<file path="src/rtl/rca_pkg.sv">
// Shared types and default sizing for the sequenced ripple-carry adder.
package rca_pkg;

    typedef enum logic [1:0] {IDLE, RUN, DONE} state_e;

    localparam int WIDTH_DEF = 64;
    localparam int SLICE_DEF = 16;

    function automatic int idx_w(input int n);
        return (n > 1) ? $clog2(n) : 1;
    endfunction

    localparam int N     = WIDTH_DEF / SLICE_DEF;
    localparam int IDX_W = idx_w(N);

endpackage

</file>
<file path="src/rtl/rca_slice.sv">
// Combinational SLICE-bit ripple-carry adder built from a chain of full adders.
module rca_slice
    import rca_pkg::*;
#(
    parameter int SLICE = SLICE_DEF
) (
    input  logic [SLICE-1:0] a,
    input  logic [SLICE-1:0] b,
    input  logic             c_in,
    output logic [SLICE-1:0] sum,
    output logic             c_out
);

    logic [SLICE:0] c;

    assign c[0] = c_in;

    for (genvar i = 0; i < SLICE; i++) begin : g_fa
        assign sum[i]  = a[i] ^ b[i] ^ c[i];
        assign c[i+1]  = (a[i] & b[i]) | (c[i] & (a[i] ^ b[i]));
    end

    assign c_out = c[SLICE];

endmodule

</file>
<file path="src/rtl/rca_seq_ctrl.sv">
// Multi-cycle WIDTH-bit adder: one shared rca_slice is stepped over WIDTH/SLICE
// cycles with a registered carry between slices, valid/ready on both sides.
module rca_seq_ctrl
    import rca_pkg::*;
#(
    parameter int WIDTH = WIDTH_DEF,
    parameter int SLICE = SLICE_DEF
) (
    input  logic             clk,
    input  logic             rst_n,
    input  logic             start_valid,
    output logic             start_ready,
    input  logic [WIDTH-1:0] a,
    input  logic [WIDTH-1:0] b,
    input  logic             c_in,
    output logic             res_valid,
    input  logic             res_ready,
    output logic [WIDTH-1:0] sum,
    output logic             c_out,
    output logic             busy
);

    localparam int NS = WIDTH / SLICE;
    localparam int IW = idx_w(NS);

    if (WIDTH % SLICE != 0) begin : g_bad_slice
        $error("rca_seq_ctrl: WIDTH must be a multiple of SLICE");
    end

    state_e            state_q, state_d;
    logic [WIDTH-1:0]  a_q, a_d, b_q, b_d, sum_q, sum_d;
    logic              carry_q, carry_d, cout_q, cout_d;
    logic [IW-1:0]     idx_q, idx_d;

    logic [SLICE-1:0]  sl_a, sl_b, sl_s;
    logic              sl_co;
    int                sh;

    // Slice selection by shift keeps the index width independent of N (N = 1 included).
    assign sh   = SLICE * int'(idx_q);
    assign sl_a = SLICE'(a_q >> sh);
    assign sl_b = SLICE'(b_q >> sh);

    rca_slice #(.SLICE(SLICE)) u_slice (
        .a     (sl_a),
        .b     (sl_b),
        .c_in  (carry_q),
        .sum   (sl_s),
        .c_out (sl_co)
    );

    always_comb begin
        state_d = state_q;
        a_d     = a_q;
        b_d     = b_q;
        sum_d   = sum_q;
        carry_d = carry_q;
        cout_d  = cout_q;
        idx_d   = idx_q;
        case (state_q)
            IDLE: begin
                if (start_valid) begin
                    a_d     = a;
                    b_d     = b;
                    carry_d = c_in;
                    idx_d   = '0;
                    sum_d   = '0;
                    state_d = RUN;
                end
            end
            RUN: begin
                sum_d   = (sum_q & ~(WIDTH'({SLICE{1'b1}}) << sh)) | (WIDTH'(sl_s) << sh);
                carry_d = sl_co;
                if (idx_q == IW'(NS - 1)) begin
                    cout_d  = sl_co;
                    idx_d   = '0;
                    state_d = DONE;
                end else begin
                    idx_d   = idx_q + IW'(1);
                end
            end
            DONE: begin
                if (res_ready) state_d = IDLE;
            end
            default: state_d = IDLE;
        endcase
    end

    always_ff @(posedge clk) begin
        if (!rst_n) begin
            state_q <= IDLE;
            a_q     <= '0;
            b_q     <= '0;
            sum_q   <= '0;
            carry_q <= 1'b0;
            cout_q  <= 1'b0;
            idx_q   <= '0;
        end else begin
            state_q <= state_d;
            a_q     <= a_d;
            b_q     <= b_d;
            sum_q   <= sum_d;
            carry_q <= carry_d;
            cout_q  <= cout_d;
            idx_q   <= idx_d;
        end
    end

    assign start_ready = (state_q == IDLE);
    assign busy        = (state_q == RUN);
    assign res_valid   = (state_q == DONE);
    assign sum         = sum_q;
    assign c_out       = cout_q;

endmodule

</file>
<file path="config.mk">
export PLATFORM = sky130hd
export DESIGN_NAME = rca_seq_ctrl
export DESIGN_NICKNAME = d
export VERILOG_FILES = /design/src/rtl/rca_pkg.sv /design/src/rtl/rca_slice.sv /design/src/rtl/rca_seq_ctrl.sv
export SDC_FILE = /design/constraint.sdc
export NUM_CORES = 1
export LEC_CHECK = 0
export CAP_MARGIN = 20
export CELL_PAD_IN_SITES_DETAIL_PLACEMENT = 2
export CELL_PAD_IN_SITES_GLOBAL_PLACEMENT = 2
export CORE_ASPECT_RATIO = 1.5
export CORE_MARGIN = 3
export CORE_UTILIZATION = 33
export DETAILED_ROUTE_END_ITERATION = 10
export HOLD_SLACK_MARGIN = 0.15
export PLACE_DENSITY = 0.88
export SLEW_MARGIN = 10
export SYNTH_ARGS = -nofsm -noshare
export SYNTH_HDL_FRONTEND = slang
export SYNTH_HIERARCHICAL = 1
export SYNTH_SLANG_ARGS = --single-unit
</file>
<file path="constraint.sdc">
create_clock -name clk -period 15.2 [get_ports clk]
set_clock_uncertainty 0.15 [all_clocks]
set_input_delay 2.28 -clock clk [delete_from_list [all_inputs] [get_ports clk]]
set_output_delay 2.28 -clock clk [all_outputs]
set_load 0.02 [all_outputs]
</file>
-- After elaboration in Yosys (flattened, before gate mapping)
Cells that the tools add are included.
- register bits after elaboration: 198
- latch bits: 0
- memory bits (writable): 0
- memory bits (read-only): 0
- bits of input ports: 133
- output and inout bits: 68
- memories kept: 0
- add/subtract/negate cells: 1
- $mul: 0
- divide/modulo/power cells: 0
- magnitude comparators: 0
- eq/ne operators: 6
- shift operators: 4
- muxes and demuxes: 11
- bitwise operators: 83
- reduce and logical (&&, ||, !) cells: 6
- operators by type and width (operator ; number):
    $pmux 64 s2 ; 1
    $shr 64x6->16 ; 2
    $and 64x64->64 ; 1
    $mux 64 ; 1
    $not 64->64 ; 1
    $or 64x64->64 ; 1
    $shl 16x6->64 ; 1
    $shl 16x6->64 const A ; 1
    $and 1x1->1 ; 32
    $xor 1x1->1 ; 32
    $or 1x1->1 ; 16
    $mux 2 ; 5
    $pmux 2 s3 ; 1
    $reduce_and 2->1 ; 3
    $eq 2x2->1 const B ; 2
    $ne 2x1->1 const B ; 2
    $pmux 2 s2 ; 1
    $reduce_and 3->1 ; 1
    $add 2x1->2 const B ; 1
    $eq 2x1->1 const B ; 1
    $logic_not 2->1 ; 1
    $ne 2x2->1 const B ; 1
    $pmux 1 s2 ; 1
    $reduce_bool 2->1 ; 1
    $mux 1 ; 1

-- Logic depth before layout (Yosys ltp)
Gate-level depths: netlist (run 1).
- depth in word-level cells: 36
- mapped depth: 25

-- Modules after synthesis
The synthesis (run 1) kept the hierarchy.
- modules (own cells, without submodules) (module ; times used ; cells an instance ; area an instance (um2) ; seq. area each (um2)):
    rca_seq_ctrl ; 1 ; 803 ; 7965.1 ; 3963.8
    rca_slice ; 1 ; 26 ; 357.8 ; 0.0

-- Worst setup path after synthesis (run 1)
Ideal clock, no wire load.
- kind: reg-to-reg
- start point: register idx_q[0]
- end point: register sum_q[15], in the netlist sum[15]
- arrival: 7.454 ns
- setup slack: 7.525 ns
- stages on the path, launching flop included: 25
- buffers on the path: 1
- clock period less this slack: 7.675 ns
- cells stage by stage: dfxtp_1 > buf_2 > mux4_2 > fa_1 > inv_1 > fa_1 > inv_1 > fa_1 > fa_1 > fa_1 > fa_1 > fa_1 > fa_1 > fa_1 > fa_1 > fa_1 > fa_1 > fa_1 > fa_1 > fa_1 > inv_1 > fa_1 > inv_1 > nand2_1 > o2bb2ai_1
- cells in the longest elaborated chain, start to end: 36
- elaborated cells on any way between the ends: 70
- those cells by class: shift: 4; mux: 1; bitwise: 65
- ends and longest elaborated chain (what ; RTL line ; source):
    from (decl) ; rca_seq_ctrl.sv:33 ; logic [IW-1:0] idx_q, idx_d;
    from (signal assigned) ; rca_seq_ctrl.sv:105 ; idx_q <= idx_d;
    $shr 64x6->16 * ; rca_seq_ctrl.sv:41 ; assign sl_a = SLICE'(a_q >> sh);
    via sl_a[0] ; rca_seq_ctrl.sv:35 ; logic [SLICE-1:0] sl_a, sl_b, sl_s;
    $xor 1x1->1 ; rca_slice.sv:20 ; assign c[i+1] = (a[i] & b[i]) | (c[i] & (a[i] ^ b[i]));
    $and 1x1->1 ; rca_slice.sv:20 ;
    $or 1x1->1 * ; rca_slice.sv:20 ;
    $and 1x1->1 * ; rca_slice.sv:20 ;
    $or 1x1->1 * ; rca_slice.sv:20 ;
    $and 1x1->1 * ; rca_slice.sv:20 ;
    [22 not listed] ; n/a ;
    $or 1x1->1 * ; rca_slice.sv:20 ;
    $and 1x1->1 * ; rca_slice.sv:20 ;
    $or 1x1->1 * ; rca_slice.sv:20 ;
    $xor 1x1->1 * ; rca_slice.sv:19 ; assign sum[i] = a[i] ^ b[i] ^ c[i];
    via sl_s[15] ; rca_seq_ctrl.sv:35 ;
    $shl 16x6->64 * ; rca_seq_ctrl.sv:72 ; sum_d = (sum_q & ~(WIDTH'({SLICE{1'b1}}) << sh)) | (WIDTH'(sl_s) << sh);
    $or 64x64->64 * ; rca_seq_ctrl.sv:72 ;
    $pmux 64 s2 * ; rca_seq_ctrl.sv:60 ; case (state_q)
    to (signal assigned) ; rca_seq_ctrl.sv:102 ; sum_q <= sum_d;
    to (decl) ; rca_seq_ctrl.sv:31 ; logic [WIDTH-1:0] a_q, a_d, b_q, b_d, sum_q, sum_d;
Mark *: on every way through the listed nets, which the timed path passes. The rest lies on a longest branch.
A chain may end at the register's enable or synchronous reset.

-- Final worst setup path (run 1)
- start point: register idx_q[0]
- end point: register sum_q[31], in the netlist sum[31]
Same word-level chain as after synthesis.

==> results.sh, run 1 <==
export IMPL_max_freq_mhz=124
export IMPL_seq_area_frac_synth=0.476
export IMPL_synth_cells=829
export IMPL_place_congestion=0.774
export IMPL_drive_gt1_frac=0.0806
export IMPL_synth_most_common_cell="nand2_1"
export IMPL_ir_worst_vdd_mv=0.0802
export IMPL_max_stage_delay_ps=560
export IMPL_setup_viol=0
export IMPL_powerDensity_nw_per_um2=106
export IMPL_crit_slowest_cell="mux4_2"
export IMPL_area_delta_synth_final_pct=32.3
export IMPL_grt_overflow=0
export IMPL_antenna_found_initial=0
export IMPL_initial_utilization=0.338
export IMPL_min_delay_path_class="reg -> reg"
export IMPL_syn_area_sq_um=8320
export IMPL_grt_max_degree=113
export IMPL_clock_path_buffers=2
export IMPL_cts_reportedPaths_clkPinSlew_ps=70
export IMPL_synthDistinctLibCells=29
export IMPL_numCtsBuffers=17
export IMPL_ys_ff_latch=198
export IMPL_cp_start_kind="flip-flop"
export IMPL_cts_hold_buf=0
export IMPL_cts_root_buffer="clkbuf_16"
export IMPL_final_util=0.448
export IMPL_min_period_over_period=0.532
export IMPL_finalCriticalPeriod_ps=8090
export IMPL_cts_max_level=4
export IMPL_crit_chain="mux4_2, fa_1, inv_1, fa_1, inv_1, fa_1, fa_1, fa_1, fa_1, fa_1, fa_1, fa_1, fa_1, fa_1, fa_1, fa_1, fa_1, fa_1, inv_1, fa_1, inv_1, nand2_1, o2bb2ai_1"
export IMPL_fp_dieH_microns=201
export IMPL_clk_latency_ps=430
export IMPL_drc_errors=0
export IMPL_multi_input_area_sq_um=3940
export IMPL_nets=1146
export IMPL_end_kind="flip-flop"
export IMPL_synth_flop_cell="dfxtp_1"
export IMPL_synth_area_leaders="dfxtp_1 (48%), nand2_1 (12%), a21boi_1 (11%), mux4_2 (8.7%), o2bb2ai_1 (6.7%)"
export IMPL_hold_violations=0
export IMPL_fillers=2571
export IMPL_cts_repair_resized=0
export IMPL_p_leak_uw=0.00396
export IMPL_num_vias=6693
export IMPL_diodes=0
export IMPL_seqCellArea_sq_um=3970
export IMPL_synth_top_area_frac=0.476
export IMPL_dp_hpwl_microns=20600
export IMPL_grt_pass1_wl_microns=44900
export IMPL_cts_tree="yes"
export IMPL_rrSetupSlack_ps=7110
export IMPL_post_place_ws_ps=7180
export IMPL_worstSetupPathType="reg -> reg"
export IMPL_crit_required_ps=15400
export IMPL_dr_pass1_iters=4
export IMPL_setup_slack_ps=7110
export IMPL_synthTopCellsByCount="nand2_1 (274), dfxtp_1 (198), a21boi_1 (120), o2bb2ai_1 (64), mux4_2 (32)"
export IMPL_post_cts_buffers=0
export IMPL_tns_ps=0
export IMPL_slew_viol_final=0
export IMPL_syn_num_nets=983
export IMPL_grt_setup_unrepaired="no"
export IMPL_cts_sinks=198
export IMPL_dieArea_sq_um=27200
export IMPL_fp_coreArea_sq_um=24600
export IMPL_worst_path_max_fanout=9
export IMPL_drtIter0Drc=373
export IMPL_synth_top_cell_by_area="dfxtp_1"
export IMPL_relSlewSlack=0.369
export IMPL_async_flop_share=0
export IMPL_die_w_microns=136
export IMPL_totalWireLength_microns=28900
export IMPL_status="completed"
export IMPL_avgSynthCellArea_sq_um=10.0
export IMPL_port_buffers=200
export IMPL_ys_warnings_count=6
export IMPL_grt_pass1_vias=7565
export IMPL_ant_nets=0
export IMPL_num_rows=70
export IMPL_worstMarginPinSlew_ps=946
export IMPL_io_pins=201
export IMPL_maxCapViolations=0
export IMPL_synth_edff_count=0
export IMPL_vias_per_cell=5.04
export IMPL_wire_per_inst_microns=21.8
export IMPL_cp_common_cell="fa_1"
export IMPL_grt_total_usage=0.214
export IMPL_arrival_ps=8290
[report_power, final]
part / leakage (uW) / switching, uW / internal, uW / total [uW]
registers: 0.00162 / 16.5 / 543 / 560
logic: 0.00207 / 91.3 / 78.9 / 170
clock network: 0.000273 / 224 / 219 / 443
total: 0.00396 / 332 / 841 / 1170
[per-stage QoR]
step	instance area [sq um]	hold WS [ps]	instances	power (uW)
2_1_floorplan	8320	282	829	663
3_3_place_gp	10400	288	1296	732
3_5_place_dp	10400	297	1296	740
4_1_cts	11000	307	1328	1180
5_1_grt	11000	322	1329	1220
6_report	11000	305	1329	1170
[worst paths after layout]
kind / depth (start not counted) / endpoint / from
worst min-delay path: 2 / a_q[30] / a_q[30]
worst max-delay path: 23 / sum[31] / idx_q[0]
worst max register to register: 23 / sum[31] / idx_q[0]
worst min register to register: 2 / a_q[30] / a_q[30]
[flip-flops by register name, indices dropped and copies added, names as in the netlist]
name     count
b_q         64
sum         64
c_out        1
a_q         64
carry_q      1
idx_q        2
state_q      2
[cells in the final DEF, fill, tap and decap left out, drive strengths merged, types with 2 or more instances in the layout]
| master | instances |
|---|---|
| mux2i | 4 |
| inv | 22 |
| mux4 | 32 |
| o2bb2ai | 64 |
| o21ai | 2 |
| buf | 9 |
| clkinvlp | 2 |
| nor2 | 3 |
| nand2 | 274 |
| fa | 16 |
| ha | 5 |
| o21a | 4 |
| clkdlybuf4s50 | 199 |
| dfxtp | 198 |
| nor3b | 2 |
| nand3 | 6 |
| nand2b | 2 |
| clkinv | 4 |
| a21boi | 132 |
| clkbuf | 18 |
[routing by layer]
layer | GRT usage | up-vias | wire length (microns)
li1 | - | 3149 | -
met1 | 0.248 | 3347 | 11500
met2 | 0.397 | 163 | 15700
met3 | 0.0288 | 34 | 997
met4 | 0.0706 | 0 | 736
met5 | 0 | - | 0
[logic make-up after synthesis]
kind of cell             count (synthesis)  synth area share
multiplexers                            36            0.0914
AND/OR/NAND/NOR                        292             0.142
flip-flops                             198             0.476
buffers and inverters                   78            0.0511
AO/OA/AOI/OAI                          204             0.193
adder cells (fa/ha/maj)                 21            0.0460
[layout make-up]
cell class,count,share of cell area
timing repair buffer,208,0.189
multi-input combinational,553,0.358
inverter,14,0.00477
tap,324,0.0368
clock buffer,18,0.0390
sequential,198,0.360
clock inverter,14,0.0125
[critical path: cells and delay by family, from the launching register on]
kind	cells	cell delay (ps)
multiplexers	1	560
buffers and inverters	4	310
flip-flops	1	460
AO/OA/AOI/OAI	1	210
adder cells (fa/ha/maj)	16	6190
AND/OR/NAND/NOR	1	120
(Power assumes the default switching activity.)
==> inputs of run 2 (changes only) <==
--- a/config.mk
+++ b/config.mk
@@ -10,10 +10,10 @@
 export CELL_PAD_IN_SITES_GLOBAL_PLACEMENT = 2
 export CORE_ASPECT_RATIO = 1.5
 export CORE_MARGIN = 3
-export CORE_UTILIZATION = 33
+export CORE_UTILIZATION = 31
 export DETAILED_ROUTE_END_ITERATION = 10
 export HOLD_SLACK_MARGIN = 0.15
-export PLACE_DENSITY = 0.88
+export PLACE_DENSITY = 0.84
 export SLEW_MARGIN = 10
 export SYNTH_ARGS = -nofsm -noshare
 export SYNTH_HDL_FRONTEND = slang
==> constraint.sdc (replaced) <==
create_clock -name clk -period 8.4 [get_ports clk]
set_clock_uncertainty 0.15 [all_clocks]
set_input_delay 1.26 -clock clk [delete_from_list [all_inputs] [get_ports clk]]
set_output_delay 1.26 -clock clk [all_outputs]
set_load 0.02 [all_outputs]
==> run 2 against run 1 <==
Sequential share of layout area shrank 0.086 points. Sequential cell count is the same. Total power grew 82%. Non-clock buffer count shrank 1. Largest power group unchanged.
==> results.sh, run 2 (same netlist as run 1, synthesis figures left out) <==
export IMPL_cts_hold_buf=0
export IMPL_clock_path_buffers=2
export IMPL_startpoint="idx_q[0]"
export IMPL_grt_overflow=0
export IMPL_final_common_cell="nand2_1"
export IMPL_swShare=0.276
export IMPL_port_buffers=200
export IMPL_worstSetupPathType="reg -> reg"
export IMPL_max_stage_delay_ps=540
export IMPL_switchingPower_uw=590
export IMPL_tns_ps=0
export IMPL_num_vias=6637
export IMPL_grt_max_degree=121
export IMPL_cts_tree="yes"
export IMPL_cp_start_kind="flip-flop"
export IMPL_powerDensity_nw_per_um2=194
export IMPL_slew_viol_final=0
export IMPL_num_rows=72
export IMPL_arrival_ps=8320
export IMPL_nets=1145
export IMPL_fp_dieH_microns=207
export IMPL_post_cts_buffers=0
export IMPL_cts_max_level=4
export IMPL_dieArea_sq_um=28900
export IMPL_antenna_found_initial=0
export IMPL_ant_nets=0
export IMPL_rrSetupSlack_ps=290
export IMPL_r2r_end="sum[47]"
export IMPL_grt_pass1_vias=7257
export IMPL_die_w_microns=140
export IMPL_dr_pass1_iters=4
export IMPL_cp_endpoint="sum[47]"
export IMPL_cellInternalPower_uw=1550
export IMPL_diodes=0
export IMPL_crit_slowest_cell="mux4_2"
export IMPL_worstMarginPinSlew_ps=936
export IMPL_min_period_over_period=0.966
export IMPL_totalWireLength_microns=27400
export IMPL_initial_utilization=0.319
export IMPL_cts_reportedPaths_clkPinSlew_ps=80
export IMPL_drive_gt1_frac=0.0807
export IMPL_hold_violations=0
export IMPL_vias_per_cell=4.96
export IMPL_p_seq_frac=0.473
export IMPL_cts_repair_resized=0
export IMPL_dp_hpwl_microns=19600
export IMPL_mostFrequentLayoutCells="nand2_1 (274), clkdlybuf4s50_1 (199), dfxtp_1 (196), a21boi_1 (120), o2bb2ai_1 (64)"
export IMPL_r2r_start="idx_q[0]"
export IMPL_status="completed"
export IMPL_numCtsBuffers=17
export IMPL_relSlewSlack=0.376
export IMPL_r2r_cells=23
export IMPL_grt_setup_unrepaired="no"
export IMPL_ir_worst_vdd_mv=0.137
export IMPL_end_kind="flip-flop"
export IMPL_clk_latency_ps=440
export IMPL_place_congestion=0.762
export IMPL_p_clk_frac=0.384
export IMPL_fillers=2816
export IMPL_setup_viol=0
export IMPL_finalCriticalPeriod_ps=8110
export IMPL_crit_chain="mux4_2, fa_1, inv_1, fa_1, inv_1, fa_1, fa_1, fa_1, fa_1, fa_1, fa_1, fa_1, fa_1, fa_1, fa_1, fa_1, fa_1, fa_1, inv_1, fa_1, inv_1, nand2_1, o2bb2ai_1"
export IMPL_grt_pass1_wl_microns=42300
export IMPL_combPwrFrac=0.142
export IMPL_grt_total_usage=0.188
export IMPL_maxCapViolations=0
export IMPL_fp_coreArea_sq_um=26100
export IMPL_drc_errors=0
export IMPL_area_delta_synth_final_pct=32.7
export IMPL_cts_root_buffer="clkbuf_16"
export IMPL_p_leak_uw=0.00396
export IMPL_cp_common_cell="fa_1"
export IMPL_crit_required_ps=8610
export IMPL_max_freq_mhz=123
export IMPL_min_delay_path_class="reg -> reg"
export IMPL_cts_sinks=198
export IMPL_wire_per_inst_microns=20.5
export IMPL_io_pins=201
export IMPL_worst_path_max_fanout=7
export IMPL_drtIter0Drc=253
export IMPL_final_util=0.423
-- run 2: worst min path at each step --
| stage | slack (ps) | endpoint | startpoint | cells after the start |
|---|---|---|---|---|
| detailed placement | 300 | sum[56] | sum[56] | 1 |
| global route | 330 | b_q[19] | b_q[19] | 2 |
| finish | 310 | b_q[10] | b_q[10] | 2 |
| floorplan | 280 | a_q[32] | a_q[32] | 2 |
| global placement | 290 | a_q[50] | a_q[50] | 2 |
| CTS | 310 | b_q[10] | b_q[10] | 2 |
-- run 2: worst max-delay path, delay by kind of cell, from the launching register on --
| family | cells | cell delay [ps] |
|---|---|---|
| adder cells (fa/ha/maj) | 16 | 6290 |
| flip-flops | 1 | 430 |
| multiplexers | 1 | 540 |
| AO/OA/AOI/OAI | 1 | 170 |
| AND/OR/NAND/NOR | 1 | 110 |
| buffers and inverters | 4 | 330 |
-- run 2: layer usage --
layer | GRT usage | share of wire | vias to the layer above
li1 | - | - | 3152
met1 | 0.231 | 0.42 | 3287
met2 | 0.343 | 0.53 | 171
met3 | 0.0277 | 0.036 | 27
met4 | 0.0530 | 0.019 | 0
met5 | 0 | 0 | -
-- run 2: layout make-up --
type                            instances  area, sq um  share of cell area
Sequential cell                       198         3970               0.359
Timing Repair Buffer                  207         2070               0.188
Inverter                               14         52.6             0.00476
Clock inverter                         15          164              0.0148
Tap cell                              333          417              0.0377
Clock buffer                           17          425              0.0385
Multi-Input combinational cell        553         3940               0.357
-- run 2: metrics by stage --
step	area (sq um)	total power [uW]	cells	hold slack, ps	setup slack (ps)
3_3_place_gp	10400	1330	1304	288	494
3_5_place_dp	10400	1340	1304	298	405
4_1_cts	11000	2160	1336	311	247
6_report	11000	2140	1337	305	289
2_1_floorplan	8320	1200	829	282	725
5_1_grt	11000	2240	1337	334	105
-- run 2: power by group through the flow --
stage / sequential [uW] / clock, uW / combinational [uW]
floorplan: 1030 / 0 / 173
global placement: 1030 / 0 / 297
detailed placement: 1030 / 0 / 304
CTS: 1010 / 841 / 309
global route: 1020 / 884 / 334
finish: 1010 / 822 / 304
==> inputs of run 3 (changes only) <==
--- a/config.mk
+++ b/config.mk
@@ -14,7 +14,6 @@
 export DETAILED_ROUTE_END_ITERATION = 10
 export HOLD_SLACK_MARGIN = 0.15
 export PLACE_DENSITY = 0.84
-export SLEW_MARGIN = 10
 export SYNTH_ARGS = -nofsm -noshare
 export SYNTH_HDL_FRONTEND = slang
 export SYNTH_HIERARCHICAL = 1
==> run 3 against run 2 <==
Cell area stayed put. Wire length fell by 0.48%. Non-clock buffer count is the same. Hold slack about the same. Fmax rose by 0.32%. Critical path depth did not move. First-iteration DRC count increased by 1.6%. Sequential power is essentially flat. Core utilization unchanged. Total power about the same.
==> results.sh, run 3 (same netlist as run 1, synthesis figures left out) <==
export IMPL_io_pins=201
export IMPL_grt_pass1_wl_microns=42300
export IMPL_initial_utilization=0.319
export IMPL_grt_total_usage=0.188
export IMPL_r2r_cells=23
export IMPL_antenna_found_initial=0
export IMPL_maxCapViolations=0
export IMPL_diodes=0
export IMPL_setup_viol=0
export IMPL_num_vias=6627
export IMPL_finalCriticalPeriod_ps=8090
export IMPL_cts_max_level=4
export IMPL_seqCellArea_sq_um=3970
export IMPL_grt_max_degree=121
export IMPL_p_leak_uw=0.00396
export IMPL_cellInternalPower_uw=1550
export IMPL_ir_worst_vdd_mv=0.137
export IMPL_tns_ps=0
export IMPL_combPwrFrac=0.142
export IMPL_area_delta_synth_final_pct=32.7
export IMPL_vias_per_cell=4.96
export IMPL_cts_reportedPaths_clkPinSlew_ps=70
export IMPL_mostFrequentLayoutCells="nand2_1 (274), clkdlybuf4s50_1 (199), dfxtp_1 (196), a21boi_1 (120), o2bb2ai_1 (64)"
export IMPL_grt_setup_unrepaired="no"
export IMPL_cp_start_kind="flip-flop"
export IMPL_slew_viol_final=0
export IMPL_ant_nets=0
export IMPL_min_period_over_period=0.963
export IMPL_clk_latency_ps=440
export IMPL_swShare=0.275
export IMPL_port_buffers=200
export IMPL_placedCellCount=1304
export IMPL_dieArea_sq_um=28900
export IMPL_num_rows=72
export IMPL_switchingPower_uw=588
export IMPL_drive_gt1_frac=0.0807
export IMPL_drc_errors=0
export IMPL_fp_coreArea_sq_um=26100
export IMPL_die_w_microns=140
export IMPL_cts_hold_buf=0
export IMPL_min_to="b_q[10]"
export IMPL_cts_root_buffer="clkbuf_16"
export IMPL_multi_input_area_sq_um=3940
export IMPL_r2r_start="idx_q[0]"
export IMPL_final_util=0.423
export IMPL_hold_violations=0
export IMPL_rrSetupSlack_ps=310
export IMPL_fillers=2821
export IMPL_worst_path_max_fanout=7
export IMPL_p_clk_frac=0.384
export IMPL_max_freq_mhz=124
export IMPL_end_kind="flip-flop"
export IMPL_relSlewSlack=0.378
export IMPL_grt_pass1_vias=7257
export IMPL_arrival_ps=8300
export IMPL_drtIter0Drc=257
export IMPL_hold_depth=2
export IMPL_powerDensity_nw_per_um2=193
export IMPL_fp_dieH_microns=207
export IMPL_hp_start="b_q[10]"
export IMPL_numCtsBuffers=17
export IMPL_dr_pass1_iters=5
export IMPL_worstMarginPinSlew_ps=933
export IMPL_worstSetupPathType="reg -> reg"
export IMPL_cts_tree="yes"
export IMPL_min_delay_path_class="reg -> reg"
export IMPL_final_common_cell="nand2_1"
export IMPL_finalNonFillerCells=1337
export IMPL_cts_repair_resized=0
export IMPL_wire_per_inst_microns=20.4
export IMPL_grt_overflow=0
export IMPL_r2r_end="sum[47]"
export IMPL_cts_sinks=198
export IMPL_totalWireLength_microns=27300
export IMPL_status="completed"
export IMPL_crit_required_ps=8610
export IMPL_post_cts_buffers=0
export IMPL_place_congestion=0.762
export IMPL_nets=1145
export IMPL_p_seq_frac=0.473
export IMPL_clock_path_buffers=2
export IMPL_dp_hpwl_microns=19600
-- run 3: worst max-delay path, cell delays in order, from the launching register on --
cell       delay (ps)
dfxtp_4           430
mux4_2            540
fa_1              440
inv_1              70
fa_1              150
inv_1              50
fa_1              410
fa_1              410
fa_1              400
fa_1              390
fa_1              400
fa_1              400
fa_1              430
fa_1              400
fa_1              390
fa_1              400
fa_1              410
fa_1              430
fa_1              370
inv_1             110
fa_1              450
inv_1              80
nand2_1           120
o2bb2ai_1         180
-- run 3: worst max-delay path by stage --
stage	start	endpoint	slack, ps	cells past startpoint
final	idx_q[0]	sum[47]	310	23
after global routing	idx_q[0]	sum[47]	80	23
after CTS	idx_q[0]	sum[47]	250	23
after detailed placement	idx_q[0]	sum[15]	400	23
after global placement	idx_q[0]	sum[31]	490	23
after floorplan	idx_q[0]	sum[15]	730	24
-- run 3: power by group through the flow --
| stage | Sequential, uW | Combinational [uW] | Clock, uW |
|---|---|---|---|
| after floorplan | 1030 | 173 | 0 |
| after global placement | 1030 | 297 | 0 |
| after detailed placement | 1030 | 304 | 0 |
| after CTS | 1010 | 309 | 841 |
| after global routing | 1020 | 334 | 884 |
| final | 1010 | 304 | 821 |
-- run 3: layer usage --
layer	global-route usage	routed length, microns	vias to the layer above
met5	0	0	-
met1	0.231	11400	3282
met2	0.343	14400	163
met3	0.0277	921	27
li1	-	-	3155
met4	0.0530	515	0
-- run 3: cell type report --
type,count,area share
Sequential cell,198,0.359
Multi-Input combinational cell,553,0.357
Timing Repair Buffer,207,0.188
Clock buffer,17,0.0385
Tap cell,333,0.0377
Clock inverter,15,0.0148
Inverter,14,0.00476
-- run 3: metrics by stage --
stage / power [uW] / worst slack (ps) / hold slack (ps) / cell area [sq um]
global route: 2240 / 81.9 / 335 / 11000
global placement: 1330 / 494 / 288 / 10400
detailed placement: 1340 / 405 / 298 / 10400
CTS: 2160 / 247 / 311 / 11000
finish: 2140 / 315 / 305 / 11000
floorplan: 1200 / 725 / 282 / 8320
